--- config.mk ---
export PLATFORM = sky130hd
export DESIGN_NAME = riscv_trace_buffer
export DESIGN_NICKNAME = d
export VERILOG_FILES = /design/src/rtl/riscv_trace_buffer.sv
export SDC_FILE = /design/constraint.sdc
export NUM_CORES = 1
export LEC_CHECK = 0
export ABC_CLOCK_PERIOD_IN_PS = 18200
export CORE_UTILIZATION = 41
export DETAILED_ROUTE_END_ITERATION = 10
export DONT_BUFFER_PORTS = 1
export GPL_ROUTABILITY_DRIVEN = 0
export REMOVE_ABC_BUFFERS = 1
export SLEW_MARGIN = 20
export SYNTH_ARGS = -nofsm -noshare
export SYNTH_HDL_FRONTEND = slang
export SYNTH_SLANG_ARGS = --single-unit
--- constraint.sdc ---
create_clock -name clk_i -period 18.2 [get_ports clk_i]
set_input_delay 1.82 -clock clk_i [delete_from_list [all_inputs] [get_ports clk_i]]
set_output_delay 1.82 -clock clk_i [all_outputs]
set_load 0.02 [all_outputs]
--- src/rtl/riscv_trace_buffer.sv ---
// riscv_trace_buffer: commit-trace capture for the dual-issue in-order core.
// Packs up to LANES retired (pc, inst) pairs per cycle into a DEPTH-entry
// circular buffer, drained through a first-word-fall-through ready/valid port.
// WRAP=0 stops on full and flags overflow; WRAP=1 overwrites the oldest entries.
// Optional feature macro: RISCV_TRACE_TRIGGER_EN adds a PC-match trigger that
// freezes capture once the matching instruction has been stored.
module riscv_trace_buffer #(
    parameter int LANES = 2,
    parameter int DEPTH = 16,
    parameter int WRAP  = 0
) (
    input  logic                       clk_i,
    input  logic                       rst_i,
    input  logic [LANES-1:0]           valid_i,
    input  logic [32*LANES-1:0]        pc_i,
    input  logic [32*LANES-1:0]        inst_i,
    input  logic                       enable_i,
    input  logic                       clear_i,
    output logic                       rd_valid_o,
    output logic [31:0]                rd_pc_o,
    output logic [31:0]                rd_inst_o,
    input  logic                       rd_ready_i,
    output logic [$clog2(DEPTH):0]     count_o,
    output logic                       overflow_o,
    output logic [31:0]                retired_o
`ifdef RISCV_TRACE_TRIGGER_EN
    ,
    input  logic                       trig_en_i,
    input  logic [31:0]                trig_pc_i,
    output logic                       triggered_o
`endif
);

    localparam int AW = $clog2(DEPTH);
    localparam int CW = AW + 1;
    localparam int TW = CW + 1;

    typedef enum logic [1:0] {IDLE, CAPTURE, FROZEN} state_t;

    state_t            state_q, state_d;
    logic [AW-1:0]     wr_ptr_q, wr_ptr_d;
    logic [AW-1:0]     rd_ptr_q, rd_ptr_d;
    logic [CW-1:0]     count_q, count_d;
    logic              overflow_q, overflow_d;
    logic [31:0]       retired_q, retired_d;

    logic [31:0]       mem_pc   [DEPTH];
    logic [31:0]       mem_inst [DEPTH];

    logic              capture;
    logic [LANES-1:0]  lane_en;
    logic [CW-1:0]     rank [LANES];
    logic [CW-1:0]     n_push;
    logic [CW-1:0]     room;
    logic [CW-1:0]     stored;
    logic [CW-1:0]     drop;
    logic [TW-1:0]     total;
    logic              lost;
    logic              pop;
    logic              trig_hit;

`ifdef RISCV_TRACE_TRIGGER_EN
    logic              triggered_q, triggered_d;
`endif

    assign capture = (state_q == CAPTURE);

    // Lanes eligible for capture; a trigger match masks off every higher lane
    always_comb begin
        lane_en  = '0;
        trig_hit = 1'b0;
        if (capture) begin
            lane_en = valid_i;
`ifdef RISCV_TRACE_TRIGGER_EN
            if (trig_en_i) begin
                for (int i = 0; i < LANES; i++) begin
                    if (trig_hit) begin
                        lane_en[i] = 1'b0;
                    end else if (valid_i[i] && (pc_i[32*i +: 32] == trig_pc_i)) begin
                        trig_hit = 1'b1;
                    end
                end
            end
`endif
        end
    end

    // Packed slot offset of each lane: number of enabled lanes below it
    always_comb begin
        logic [CW-1:0] acc;
        acc = '0;
        for (int i = 0; i < LANES; i++) begin
            rank[i] = acc;
            if (lane_en[i]) begin
                acc = acc + CW'(1);
            end
        end
        n_push = acc;
    end

    // Space accounting, pointer/counter updates and state transitions
    always_comb begin
        pop        = rd_ready_i && (count_q != '0);
        room       = CW'(DEPTH) - count_q;
        total      = TW'(count_q) - TW'(pop) + TW'(n_push);
        stored     = n_push;
        drop       = '0;
        lost       = 1'b0;
        if (WRAP == 0) begin
            if (n_push > room) begin
                stored = room;
                lost   = 1'b1;
            end
        end else begin
            if (total > TW'(DEPTH)) begin
                drop = CW'(total - TW'(DEPTH));
                lost = 1'b1;
            end
        end

        wr_ptr_d   = wr_ptr_q + AW'(stored);
        rd_ptr_d   = rd_ptr_q + AW'(pop) + AW'(drop);
        count_d    = count_q + stored - CW'(pop) - drop;
        overflow_d = overflow_q | lost;
        retired_d  = capture ? (retired_q + 32'(n_push)) : retired_q;
`ifdef RISCV_TRACE_TRIGGER_EN
        triggered_d = triggered_q | trig_hit;
`endif

        state_d = state_q;
        case (state_q)
            IDLE:    if (enable_i) state_d = CAPTURE;
            CAPTURE: begin
                if (trig_hit)       state_d = FROZEN;
                else if (!enable_i) state_d = IDLE;
            end
            FROZEN:  state_d = FROZEN;
            default: state_d = IDLE;
        endcase

        if (clear_i) begin
            state_d    = IDLE;
            wr_ptr_d   = '0;
            rd_ptr_d   = '0;
            count_d    = '0;
            overflow_d = 1'b0;
            retired_d  = '0;
`ifdef RISCV_TRACE_TRIGGER_EN
            triggered_d = 1'b0;
`endif
        end
    end

    // Control state register
    always_ff @(posedge clk_i or posedge rst_i) begin
        if (rst_i) begin
            state_q    <= IDLE;
            wr_ptr_q   <= '0;
            rd_ptr_q   <= '0;
            count_q    <= '0;
            overflow_q <= 1'b0;
            retired_q  <= '0;
`ifdef RISCV_TRACE_TRIGGER_EN
            triggered_q <= 1'b0;
`endif
        end else begin
            state_q    <= state_d;
            wr_ptr_q   <= wr_ptr_d;
            rd_ptr_q   <= rd_ptr_d;
            count_q    <= count_d;
            overflow_q <= overflow_d;
            retired_q  <= retired_d;
`ifdef RISCV_TRACE_TRIGGER_EN
            triggered_q <= triggered_d;
`endif
        end
    end

    // Trace storage: each kept lane lands at wr_ptr + its packed rank
    always_ff @(posedge clk_i) begin
        for (int i = 0; i < LANES; i++) begin
            if (lane_en[i] && (rank[i] < stored) && !clear_i) begin
                mem_pc[wr_ptr_q + AW'(rank[i])]   <= pc_i[32*i +: 32];
                mem_inst[wr_ptr_q + AW'(rank[i])] <= inst_i[32*i +: 32];
            end
        end
    end

    // Head is read combinationally; forced to zero while empty so the
    // unreset storage never shows on the port
    assign rd_valid_o = (count_q != '0);
    assign rd_pc_o    = rd_valid_o ? mem_pc[rd_ptr_q]   : '0;
    assign rd_inst_o  = rd_valid_o ? mem_inst[rd_ptr_q] : '0;
    assign count_o    = count_q;
    assign overflow_o = overflow_q;
    assign retired_o  = retired_q;
`ifdef RISCV_TRACE_TRIGGER_EN
    assign triggered_o = triggered_q;
`endif

endmodule

Word level (Yosys, flattened, before mapping) --
Memory sizes are Yosys's and may differ from the RTL's. Index checks and enable logic that the tools add are counted.
Storage, ports and cells: memories 2, flip-flop bits (word level) 48, bits of input ports 135, output and inout bits 103, bits in writable memories 1024
Memory list:
- mem_inst | words 16, width 32, read ports 1, clocked after Yosys merged registers in 0, wr ports 2, line 48 | logic [31:0] mem_inst [DEPTH];
- mem_pc | words 16, width 32, read ports 1, clocked after Yosys merged registers in 0, wr ports 2, line 47 | logic [31:0] mem_pc [DEPTH];
Operators by class: multiplexer cells 21, $add $sub $neg 8, bitwise gates (word level) 1, order comparisons 3, equal/unequal tests 4, reductions and logical operators 10
Operators with widths (count):
- $mux W32 | 4
- $add A32 B5 Y32 | 1
- $mux W5 | 3
- $add A4 B4 Y4 | 2
- $mux W2 | 4
- $mux W4 | 2
- $mux W1 | 7
- $ne A3 B3 Y1 const B | 2
- $pmux W2 S3 | 1
- $add A5 B1 Y5 const B | 1
- $add A5 B5 Y5 | 1
- $gt A5 B5 Y1 | 1
- $logic_and A1 B1 Y1 | 5
- $lt A1 B5 Y1 const A | 1
- $lt A5 B5 Y1 | 1
- $reduce_bool A5 Y1 | 1
- $sub A5 B1 Y5 | 1
- $sub A5 B5 Y5 const A | 1
- $add A4 B1 Y4 | 1
- $eq A2 B1 Y1 const B | 1
- $eq A2 B2 Y1 const B | 1
- $logic_not A2 Y1 | 1
- $reduce_and A2 Y1 | 1
- $reduce_bool A2 Y1 | 1
- other kinds (2) | 2

Longest topological paths before layout --
Gate-level depths: netlist (run 1).
depth in word-level cells 12, gate-level depth with buffers 23

Worst setup path after synthesis (run 1) --
OpenSTA, ideal clock, no wires.
kind in2reg, start point in valid_i[0], end point mem mem_inst[10][0] (enable), library setup time 575 ps, setup slack 9201 ps, cell stages on the path 11, data required time 17625 ps, data arrival time 8424 ps, cells stage by stage clkbuf_1 -> nand3b_1 -> inv_1 -> ha_1 -> inv_1 -> ha_1 -> a22o_1 -> nor3_2 -> mux2i_1 -> nand4_1 -> o21ai_0
RTL lines:
- start: declaration | line 14 | input logic [LANES-1:0] valid_i,
- end: declaration | line 48

Worst setup path after layout (run 1) --
start point reg rd_ptr_q[0], end point out rd_inst_o[3]
Between the ends: longest elaborated chain between the ends 2
RTL lines:
- start: declaration | line 42 | logic [AW-1:0] rd_ptr_q, rd_ptr_d;
- start signal: assignment | line 169 | rd_ptr_q <= rd_ptr_d;
- $mem_v2 Z16 W32
- $mux W32 | line 193 | assign rd_inst_o = rd_valid_o ? mem_inst[rd_ptr_q] : '0;
- end: declaration | line 21 | output logic [31:0] rd_inst_o,
Every way passes these cells.

==> results of run 1 <==
stage by stage:
| stage | power [W] | setup WS [ps] | util, % | instances | instance area (um2) |
|---|---|---|---|---|---|
| global route | 0.00665 | 11100 | 45.2 | 4843 | 61400 |
| CTS | 0.00650 | 11270 | 45.1 | 4840 | 61300 |
| global placement | 0.00409 | 11560 | 42.3 | 4623 | 57500 |
| detailed placement | 0.00411 | 11450 | 42.3 | 4623 | 57500 |
| finish | 0.00643 | 11440 | 45.2 | 4844 | 61400 |
| floorplan | 0.00404 | 5320 | - | 2788 | 54500 |
layer usage:
layer / global-route usage (%) / vias up
met2: 35.1 / 1068
met5: 0 / -
met1: 29.1 / 15627
met4: 4.82 / 0
met3: 5.64 / 148
li1: - / 12136
where the power goes:
group	internal, W	total [W]	leakage [nW]	switching (W)
Sequential	0.00272	0.00278	9.86	0.0000567
Combinational	0.000605	0.00126	9.21	0.000654
Clock	0.00139	0.00239	1.86	0.00100
area by class of cell:
| type | instances | share of cell area, % |
|---|---|---|
| Multi-Input combinational cell | 1691 | 37.0 |
| Clock buffer | 149 | 5.05 |
| Tap cell | 1781 | 3.63 |
| Timing Repair Buffer | 57 | 0.850 |
| Antenna cell | 1 | 0.00408 |
| Inverter | 25 | 0.157 |
| Clock inverter | 68 | 1.21 |
| Sequential cell | 1072 | 52.1 |
cell families after synthesis:
family                   Yosys count  share of synthesized area, %
other                              2                        0.0134
XOR/XNOR                          35                         0.545
multiplexers                    1345                          35.9
flip-flops                      1072                          56.8
adder cells (fa/ha/maj)           24                         0.574
AO/OA/AOI/OAI                     51                         0.537
AND/OR/NAND/NOR                  233                          2.36
buffers and inverters            356                          3.26
cells in the final DEF (no fill, tap or decap), types with 4 or more instances in the layout:
cell type	instances
and3_4	4
clkinv_2	21
dfrtp_1	44
clkinv_1	18
inv_6	5
clkbuf_8	5
xnor2_1	16
o21bai_4	4
o21ai_0	11
nand3b_1	4
and2_1	66
dfrtp_4	4
buf_4	50
clkbuf_16	117
a21oi_1	13
bufinv_16	13
clkbuf_1	27
mux4_2	320
inv_1	23
ha_1	21
mux2_2	629
nor2_1	45
mux2_4	374
nor2b_1	9
nor3_1	5
nand4_1	7
nand3_4	12
or3_1	10
xor2_1	19
buf_12	4
and3_1	13
o21ai_4	12
edfxtp_1	1024
clkinvlp_4	8
nand2_1	26
nand3_1	13
mux2_1	21
nand2b_1	4
worst max-delay path, cell delays in order, from the launching register on:
cell and delay, ps:
dfrtp_4 1040, buf_12 500, buf_4 870, mux4_2 610
mux4_2 590, and2_1 270
final timing paths:
kind / endpoint / cells past startpoint / startpoint
hold / removal: state_q[0] / 1 / state_q[1]
setup / recovery: rd_inst_o[3] / 5 / rd_ptr_q[0]
max in group asynchronous: rd_ptr_q[1] / 1 / rst_i
hold reg to reg: state_q[0] / 1 / state_q[1]
setup reg to reg: mem_pc[2][19] / 11 / count_o[0]
min in group asynchronous: retired_o[31] / 1 / rst_i
sequential cells by signal (all words and copies together) (netlist names):
name and count:
count_o 5, mem_pc 512, rd_ptr_q 4, state_q 2, retired_o 32, wr_ptr_q 4
overflow_o 1, mem_inst 512
==> flow_metrics.py, run 1 <==
metrics = {
    "run_status": {
        "status": "completed",
    },
    "power_and_ir_drop": {
        "max-vdd-ir-drop_mv": 0.143,
        "p_leak_nw": 20.9,
        "cellPowerDensity_nw_per_um2": 105,
    },
    "clock_tree": {
        "htree_levels": 3,
        "postCtsSetupRepairBufs": 0,
        "ctsHoldBuffers": 0,
        "post_cts_resized": 0,
        "clock_path_buffers": 3,
        "numCtsBuffers": 117,
        "clk_pin_slew_ps": 60,
        "clock-sinks": 1072,
        "cts_root_buffer": "clkbuf_16",
        "clk_latency_ps": 750,
        "cts_tree": "done",
    },
    "worst_setup_path": {
        "critPathCaptureType": "output pin",
        "cp.required_ps": 16380,
        "startpoint_type": "flop",
        "timing.critical_path.arrival_ps": 4940,
        "path_class": "reg -> out",
        "worstPathMaxFanout": 74,
        "rrSetupSlack_ps": 12750,
    },
    "detailed_routing": {
        "highest_layer": "met4",
        "routed_wl_um": 151000,
        "num_vias": 28979,
        "drt_first_pass_iters": 5,
        "wl_met3_um": 13000,
        "wl_per_cell_um": 31.1,
        "ant_nets": 0,
        "viasPerCell": 5.98,
        "drtIter0Drc": 2826,
        "wirelength_met1_um": 62600,
        "drc": 0,
        "dr_wl_met2_um": 72600,
    },
    "logic_synthesis": {
        "synth_top_area_share_pct": 54.7,
        "synth_edf_count": 1024,
        "ys.warnings.count": 0,
        "synth_common_cells": "edfxtp_1, mux2_2, mux2_4, mux4_2, clkbuf_1",
        "yosysTopAreaCell": "edfxtp_1",
        "synth_area_per_cell_um2": 18.0,
        "synth-seq-cells": 1072,
        "synth.cell_area_um2": 56200,
        "ys.flop_type": "edfxtp_1",
        "synth_area_leaders": "edfxtp_1, mux4_2, mux2_2",
        "ys_seq_area_share_pct": 56.8,
        "yosysMostFrequentCell": "edfxtp_1",
        "syn_inst": 3118,
        "ys_async_sr_fraction_pct": 4.48,
        "post_synth_num_cell_types": 50,
    },
    "global_route": {
        "grt_usage_pct": 21.6,
        "grt_max_degree": 138,
        "grt_pass1_vias": 30645,
        "antenna_found_initial": 3,
        "gr-total-overflow": 0,
        "grt_pass1_wl_um": 217000,
    },
    "floorplanning": {
        "die-area_um2": 139000,
        "core_area_um2": 136000,
        "die_w_um": 372,
        "rows": 135,
        "ioPinCount": 238,
        "start_util_pct": 41.4,
        "dieHeight_um": 372,
    },
    "timing": {
        "fin_tns_setup_ps": 0,
        "fmax_ghz": 0.148,
        "worst_slew_pin_slew_ps": 1170,
        "rsz0062_at_grt": "false",
        "clock_skew_ps": 25.5,
        "setup_viol": 0,
        "hold_violations": 0,
        "fin_crit_ps": 6760,
        "fin_crit_sh_pct": 37.2,
        "maxSlewViolCount": 0,
        "timing.hold.ws_ps": 550,
        "slew_headroom_pct": 22.0,
    },
    "layout": {
        "drive_gt1_share_pct": 52.1,
        "multi_input_comb_area_um2": 22700,
        "fillers": 11572,
        "fin_nets": 3123,
        "area_growth_pct": 9.21,
        "seqCellArea_um2": 32000,
    },
    "hold_path": {
        "worstHoldPathType": "reg -> reg",
    },
    "place": {
        "place.detailed.hpwl_um": 87000,
        "portBuffers": 0,
    },
    "run": {
        "maxCapViolCount": 0,
    },
}
No activity file was read; power rests on OpenSTA's default activity.
==> run 2: changes to the inputs <==
--- a/config.mk
+++ b/config.mk
@@ -5,7 +5,7 @@
 export SDC_FILE = /design/constraint.sdc
 export NUM_CORES = 1
 export LEC_CHECK = 0
-export ABC_CLOCK_PERIOD_IN_PS = 18200
+export ABC_CLOCK_PERIOD_IN_PS = 6900
 export CORE_UTILIZATION = 41
 export DETAILED_ROUTE_END_ITERATION = 10
 export DONT_BUFFER_PORTS = 1
==> constraint.sdc (replaced) <==
create_clock -name clk_i -period 6.9 [get_ports clk_i]
set_input_delay 0.69 -clock clk_i [delete_from_list [all_inputs] [get_ports clk_i]]
set_output_delay 0.69 -clock clk_i [all_outputs]
set_load 0.02 [all_outputs]
==> run 2 against run 1 <==
Register-to-register slack worse by 11000 ps. Critical path depth up 7. Non-clock buffer count down 2. Highest routed layer unchanged. Routed wire length up 4.4%. First-iteration DRC count down 19%. Critical path type is now reg -> reg.
==> flow_metrics.py, run 2 (synthesis results as in run 1) <==
metrics = {
    "detailed_routing": {
        "viasPerCell": 6.06,
        "routed_wl_um": 157000,
        "drt_first_pass_iters": 5,
        "drc": 0,
        "ant_nets": 0,
        "wl_per_cell_um": 32.5,
        "drtIter0Drc": 2301,
        "num_vias": 29373,
    },
    "floorplanning": {
        "die-area_um2": 139000,
        "start_util_pct": 41.4,
        "die_w_um": 372,
        "rows": 135,
        "core_area_um2": 136000,
        "dieHeight_um": 372,
        "ioPinCount": 238,
    },
    "layout": {
        "fin_area_um2": 61500,
        "final_core_util_pct": 45.3,
        "drive_gt1_share_pct": 51.5,
        "area_growth_pct": 9.44,
        "fin_nets": 3121,
        "antenna_cells": 0,
        "final_cell_mix": "edfxtp_1, mux2_2, mux2_4, mux4_2, clkbuf_16",
        "layout_commonest_cell": "edfxtp_1",
    },
    "place": {
        "dpl-instance-area_um2": 57700,
        "portBuffers": 0,
        "dp_slack_ps": 1390,
        "place.detailed.hpwl_um": 83300,
    },
    "global_route": {
        "grt_pass1_vias": 31007,
        "grt_usage_pct": 22.6,
        "gr-total-overflow": 0,
        "antenna_found_initial": 5,
        "grt_max_degree": 129,
        "grt_pass1_wl_um": 224000,
    },
    "clock_tree": {
        "cts_root_buffer": "clkbuf_16",
        "numCtsBuffers": 117,
        "clock-sinks": 1072,
        "clock_path_buffers": 3,
        "htree_levels": 3,
        "cts_tree": "done",
        "clk_pin_slew_ps": 60,
        "postCtsSetupRepairBufs": 0,
        "clk_latency_ps": 750,
    },
    "timing": {
        "slew_headroom_pct": 20.1,
        "fmax_ghz": 0.185,
        "fin_crit_ps": 5390,
        "clock_skew_ps": 47.5,
        "rsz0062_at_grt": "false",
        "maxSlewViolCount": 0,
        "worst_slew_pin_slew_ps": 1200,
        "setup_slack_ps": 1510,
        "hold_violations": 0,
        "fin_crit_sh_pct": 78.1,
        "setup_viol": 0,
    },
    "worst_setup_path": {
        "path_cells": "inv_1, ha_1, inv_1, ha_1, nor2b_1, o21ai_0, nor3_2, o2111ai_2, buf_4, nand3_4, o21ai_4, buf_12",
        "timing.critical_path.arrival_ps": 5770,
        "reg2reg_to": "mem_pc[1][1]",
        "critPathCaptureType": "flop",
        "startpoint_type": "flop",
        "slowest_delay_ps": 670,
        "rrSetupSlack_ps": 1510,
        "path_class": "reg -> reg",
        "cpMaxStageDelayCell": "o21ai_4",
        "reg2regPathDepth": 12,
        "cp.required_ps": 7280,
        "worstReg2RegStart": "count_o[0]",
        "worstPathMaxFanout": 46,
    },
    "power_and_ir_drop": {
        "p_leak_nw": 21.0,
        "cellPowerDensity_nw_per_um2": 274,
        "max-vdd-ir-drop_mv": 0.223,
    },
    "hold_path": {
        "worstHoldPathType": "in -> async",
    },
    "run": {
        "maxCapViolCount": 0,
    },
    "run_status": {
        "status": "completed",
    },
}
-- run 2: cell types whose count changed in the layout (fill, tap and decap cells not counted), sizes merged --
cell / change
buf: -3
bufinv: -1
clkbuf: -10
clkinv: +18
clkinvlp: -5
diode: -1
dlygate4sd3: +1
inv: +1
-- run 2: worst max-delay path by stage --
stage	from	endpoint	slack, ps	cells after the start
finish	count_o[0]	mem_pc[1][1]	1510	12
floorplan	rd_ptr_q[0]	rd_inst_o[0]	-4850	3
global placement	valid_i[1]	mem_inst[1][21]	1530	12
detailed placement	valid_i[1]	mem_pc[1][17]	1390	12
global route	count_o[0]	mem_inst[1][0]	1220	12
CTS	count_o[0]	mem_inst[1][6]	1540	12
-- run 2: area by class of cell --
class	instances	area (um2)
flip-flops and latches	1072	32000
fillers	11608	74300
well taps	1781	2230
inverters	25	96.3
repair buffers	55	728
multi-input cells	1691	22700
clock inverters	81	762
clock buffers	139	3010
-- run 2: report_power, final --
part	leakage, nW	switching, W	internal, W
clock network	1.83	0.00269	0.00356
registers	9.86	0.000145	0.00718
logic	9.27	0.00170	0.00159
total	21.0	0.00453	0.0123
-- run 2: worst max-delay path: cells and delay by family, from the launching register on --
kind	cells	cell delay, ps
buffers and inverters	4	940
adder cells (fa/ha/maj)	2	630
AND/OR/NAND/NOR	3	940
AO/OA/AOI/OAI	3	1800
flip-flops	1	630
-- run 2: timing repair --
action,CTS,global route
gates resized for setup,0,0
endpoints found under the hold margin,44,0
hold buffers,2,0
-- run 2: routing by layer --
layer  vias up  track usage, %  part of all wire (%)
met3       190            5.22                   7.9
met5         -               0                     0
met1     15977            30.3                    42
met4         0            4.51                   1.7
li1      12115               -                     -
met2      1091            37.4                    49
-- run 2: metrics by stage --
| step | hold slack, ps | power, W | TNS (ps) | cells |
|---|---|---|---|---|
| 3_5_place_dp | 523 | 0.0108 | 0 | 4622 |
| 4_1_cts | 71.6 | 0.0171 | 0 | 4844 |
| 3_3_place_gp | 511 | 0.0108 | 0 | 4622 |
| 6_report | 8.74 | 0.0169 | 0 | 4844 |
| 5_1_grt | 42.8 | 0.0174 | 0 | 4844 |
| 2_1_floorplan | 479 | 0.0106 | -1320850 | 2788 |
==> run 3: changes to the inputs <==
--- a/config.mk
+++ b/config.mk
@@ -5,7 +5,7 @@
 export SDC_FILE = /design/constraint.sdc
 export NUM_CORES = 1
 export LEC_CHECK = 0
-export ABC_CLOCK_PERIOD_IN_PS = 6900
+export ABC_CLOCK_PERIOD_IN_PS = 4400
 export CORE_UTILIZATION = 41
 export DETAILED_ROUTE_END_ITERATION = 10
 export DONT_BUFFER_PORTS = 1
==> constraint.sdc (replaced) <==
create_clock -name clk_i -period 4.4 [get_ports clk_i]
set_input_delay 0.44 -clock clk_i [delete_from_list [all_inputs] [get_ports clk_i]]
set_output_delay 0.44 -clock clk_i [all_outputs]
set_load 0.02 [all_outputs]
==> run 3 against run 2 <==
First-iteration DRC count is 22% higher. Maximum frequency increased by 24%. Via count rose by 4.4%. Core utilization increased by 2.1 points. Combinational power grew 75%. Flip-flop and latch count unchanged. Global-route usage is 0.67 points higher.
==> flow_metrics.py, run 3 (synthesis results as in run 1) <==
metrics = {
    "power_and_ir_drop": {
        "pwr-share-seq_pct": 42.5,
        "comb_power_share_pct": 21.4,
        "cellPowerDensity_nw_per_um2": 418,
        "clock_power_share_pct": 36.1,
        "max-vdd-ir-drop_mv": 0.442,
        "p_sw_w": 0.00740,
        "p_int_w": 0.0195,
        "switching_share_pct": 27.5,
        "p_leak_nw": 22.2,
    },
    "place": {
        "dp_slack_ps": 348,
        "place.detailed.hpwl_um": 92700,
        "dp_cells": 4696,
        "portBuffers": 0,
        "dpl-instance-area_um2": 58900,
    },
    "floorplanning": {
        "dieHeight_um": 372,
        "core_area_um2": 136000,
        "ioPinCount": 238,
        "die_w_um": 372,
        "start_util_pct": 41.4,
        "die-area_um2": 139000,
        "rows": 135,
    },
    "timing": {
        "worst_slew_pin_slew_ps": 1190,
        "fin_crit_sh_pct": 99.0,
        "fmax_ghz": 0.229,
        "fin_tns_setup_ps": 0,
        "setup_viol": 0,
        "maxSlewViolCount": 0,
        "setup_slack_ps": 42.5,
        "slew_headroom_pct": 20.7,
        "rsz0062_at_grt": "true",
        "hold_violations": 0,
        "clock_skew_ps": 28.3,
        "timing.hold.ws_ps": 297,
        "fin_crit_ps": 4360,
    },
    "detailed_routing": {
        "wl_per_cell_um": 31.8,
        "dr_wl_met2_um": 78100,
        "drc": 0,
        "drt_first_pass_iters": 7,
        "wirelength_met1_um": 70200,
        "num_vias": 30669,
        "drtIter0Drc": 2809,
        "routed_wl_um": 162000,
        "highest_layer": "met5",
        "viasPerCell": 6.02,
        "ant_nets": 0,
        "wl_met3_um": 10900,
    },
    "global_route": {
        "grt_max_degree": 74,
        "antenna_found_initial": 19,
        "grt_usage_pct": 23.2,
        "grt_pass1_vias": 31880,
        "gr-total-overflow": 0,
        "grt_pass1_wl_um": 232000,
    },
    "worst_setup_path": {
        "critPathCaptureType": "flop",
        "startpoint_type": "flop",
        "worstPathMaxFanout": 30,
        "cp.required_ps": 4880,
        "timing.critical_path.arrival_ps": 4840,
        "cpMaxStageDelayCell": "dlygate4sd3_1",
        "slowest_delay_ps": 570,
        "path_class": "reg -> reg",
        "rrSetupSlack_ps": 40,
        "path_cells": "nand3b_1, inv_1, ha_1, inv_1, ha_1, a22o_1, or4_1, o2111ai_2, buf_12, nand3_4, buf_16, mux2_2, dlygate4sd3_1",
    },
    "layout": {
        "fin_nets": 3367,
        "multi_input_comb_area_um2": 22700,
        "final_cell_count_no_fill": 5098,
        "layout_commonest_cell": "edfxtp_1",
        "final_cell_mix": "edfxtp_1, mux2_2, mux2_4, mux4_2, dlygate4sd3_1",
        "seqCellArea_um2": 32000,
        "fillers": 11424,
        "area_growth_pct": 14.5,
        "fin_area_um2": 64400,
        "drive_gt1_share_pct": 50.7,
    },
    "run_status": {
        "status": "completed",
    },
    "clock_tree": {
        "clock_path_buffers": 3,
        "cts_root_buffer": "clkbuf_16",
        "clock-sinks": 1072,
        "clk_latency_ps": 730,
        "clk_pin_slew_ps": 60,
        "htree_levels": 3,
        "numCtsBuffers": 119,
        "cts_tree": "done",
    },
    "hold_path": {
        "worstHoldPathType": "in -> reg",
    },
    "run": {
        "maxCapViolCount": 0,
    },
}
run 3: changes by cell type in the layout (fill, tap and decap cells not counted), sizes merged:
cell	before	now
bufinv	12	8
clkbuf	139	154
clkinv	62	54
dlygate4sd3	1	149
diode	0	10
buf	54	148
inv	29	28
run 3: layout make-up:
class / count / share of cell area (%)
antenna: 10 / 0.0389
clock buffer: 152 / 4.95
clock inverter: 68 / 0.842
inverter: 25 / 0.150
multi-input combinational: 1691 / 35.3
sequential: 1072 / 49.7
tap: 1781 / 3.46
timing repair buffer: 299 / 5.60
run 3: power groups by stage:
stage | logic, W | registers (W) | clock network, W
floorplan | 0.00357 | 0.0119 | 0
global placement | 0.00537 | 0.0116 | 0
detailed placement | 0.00544 | 0.0116 | 0
CTS | 0.00584 | 0.0114 | 0.00991
global route | 0.00615 | 0.0114 | 0.0103
finish | 0.00576 | 0.0114 | 0.00972
run 3: timing repair:
item,in CTS,in global routing
hold endpoints to repair,1120,0
gates resized for setup,0,8
hold buffers,150,0
setup endpoints to repair,0,14
setup buffers,0,20
run 3: metal layers:
layer  up-vias  track usage, %
li1      12641               -
met5         -               0
met4        10            5.49
met2      1132            37.7
met1     16673            32.6
met3       213            3.78
run 3: final timing paths:
path                            start        endpoint  cells after the start
max                        state_q[1]  mem_inst[1][3]                     13
min                        valid_i[0]   mem_pc[5][22]                      3
max reg2reg                state_q[1]  mem_inst[1][3]                     13
min reg2reg                state_q[1]      state_q[0]                      1
max in group asynchronous       rst_i     rd_ptr_q[3]                      2
min in group asynchronous       rst_i      overflow_o                      2
run 3: worst max-delay path, delay by kind of cell, from the launching register on:
| family | cells | cell delay (ps) |
|---|---|---|
| AO/OA/AOI/OAI | 2 | 450 |
| flip-flops | 1 | 440 |
| multiplexers | 1 | 330 |
| buffers and inverters | 5 | 1300 |
| adder cells (fa/ha/maj) | 2 | 490 |
| AND/OR/NAND/NOR | 3 | 1040 |
run 3: per-stage QoR:
stage / power [W] / utilization (%)
4_1_cts: 0.0272 / 47.2
3_5_place_dp: 0.0171 / 43.3
5_1_grt: 0.0278 / 47.4
2_1_floorplan: 0.0155 / -
3_3_place_gp: 0.0170 / 43.3
6_report: 0.0269 / 47.4
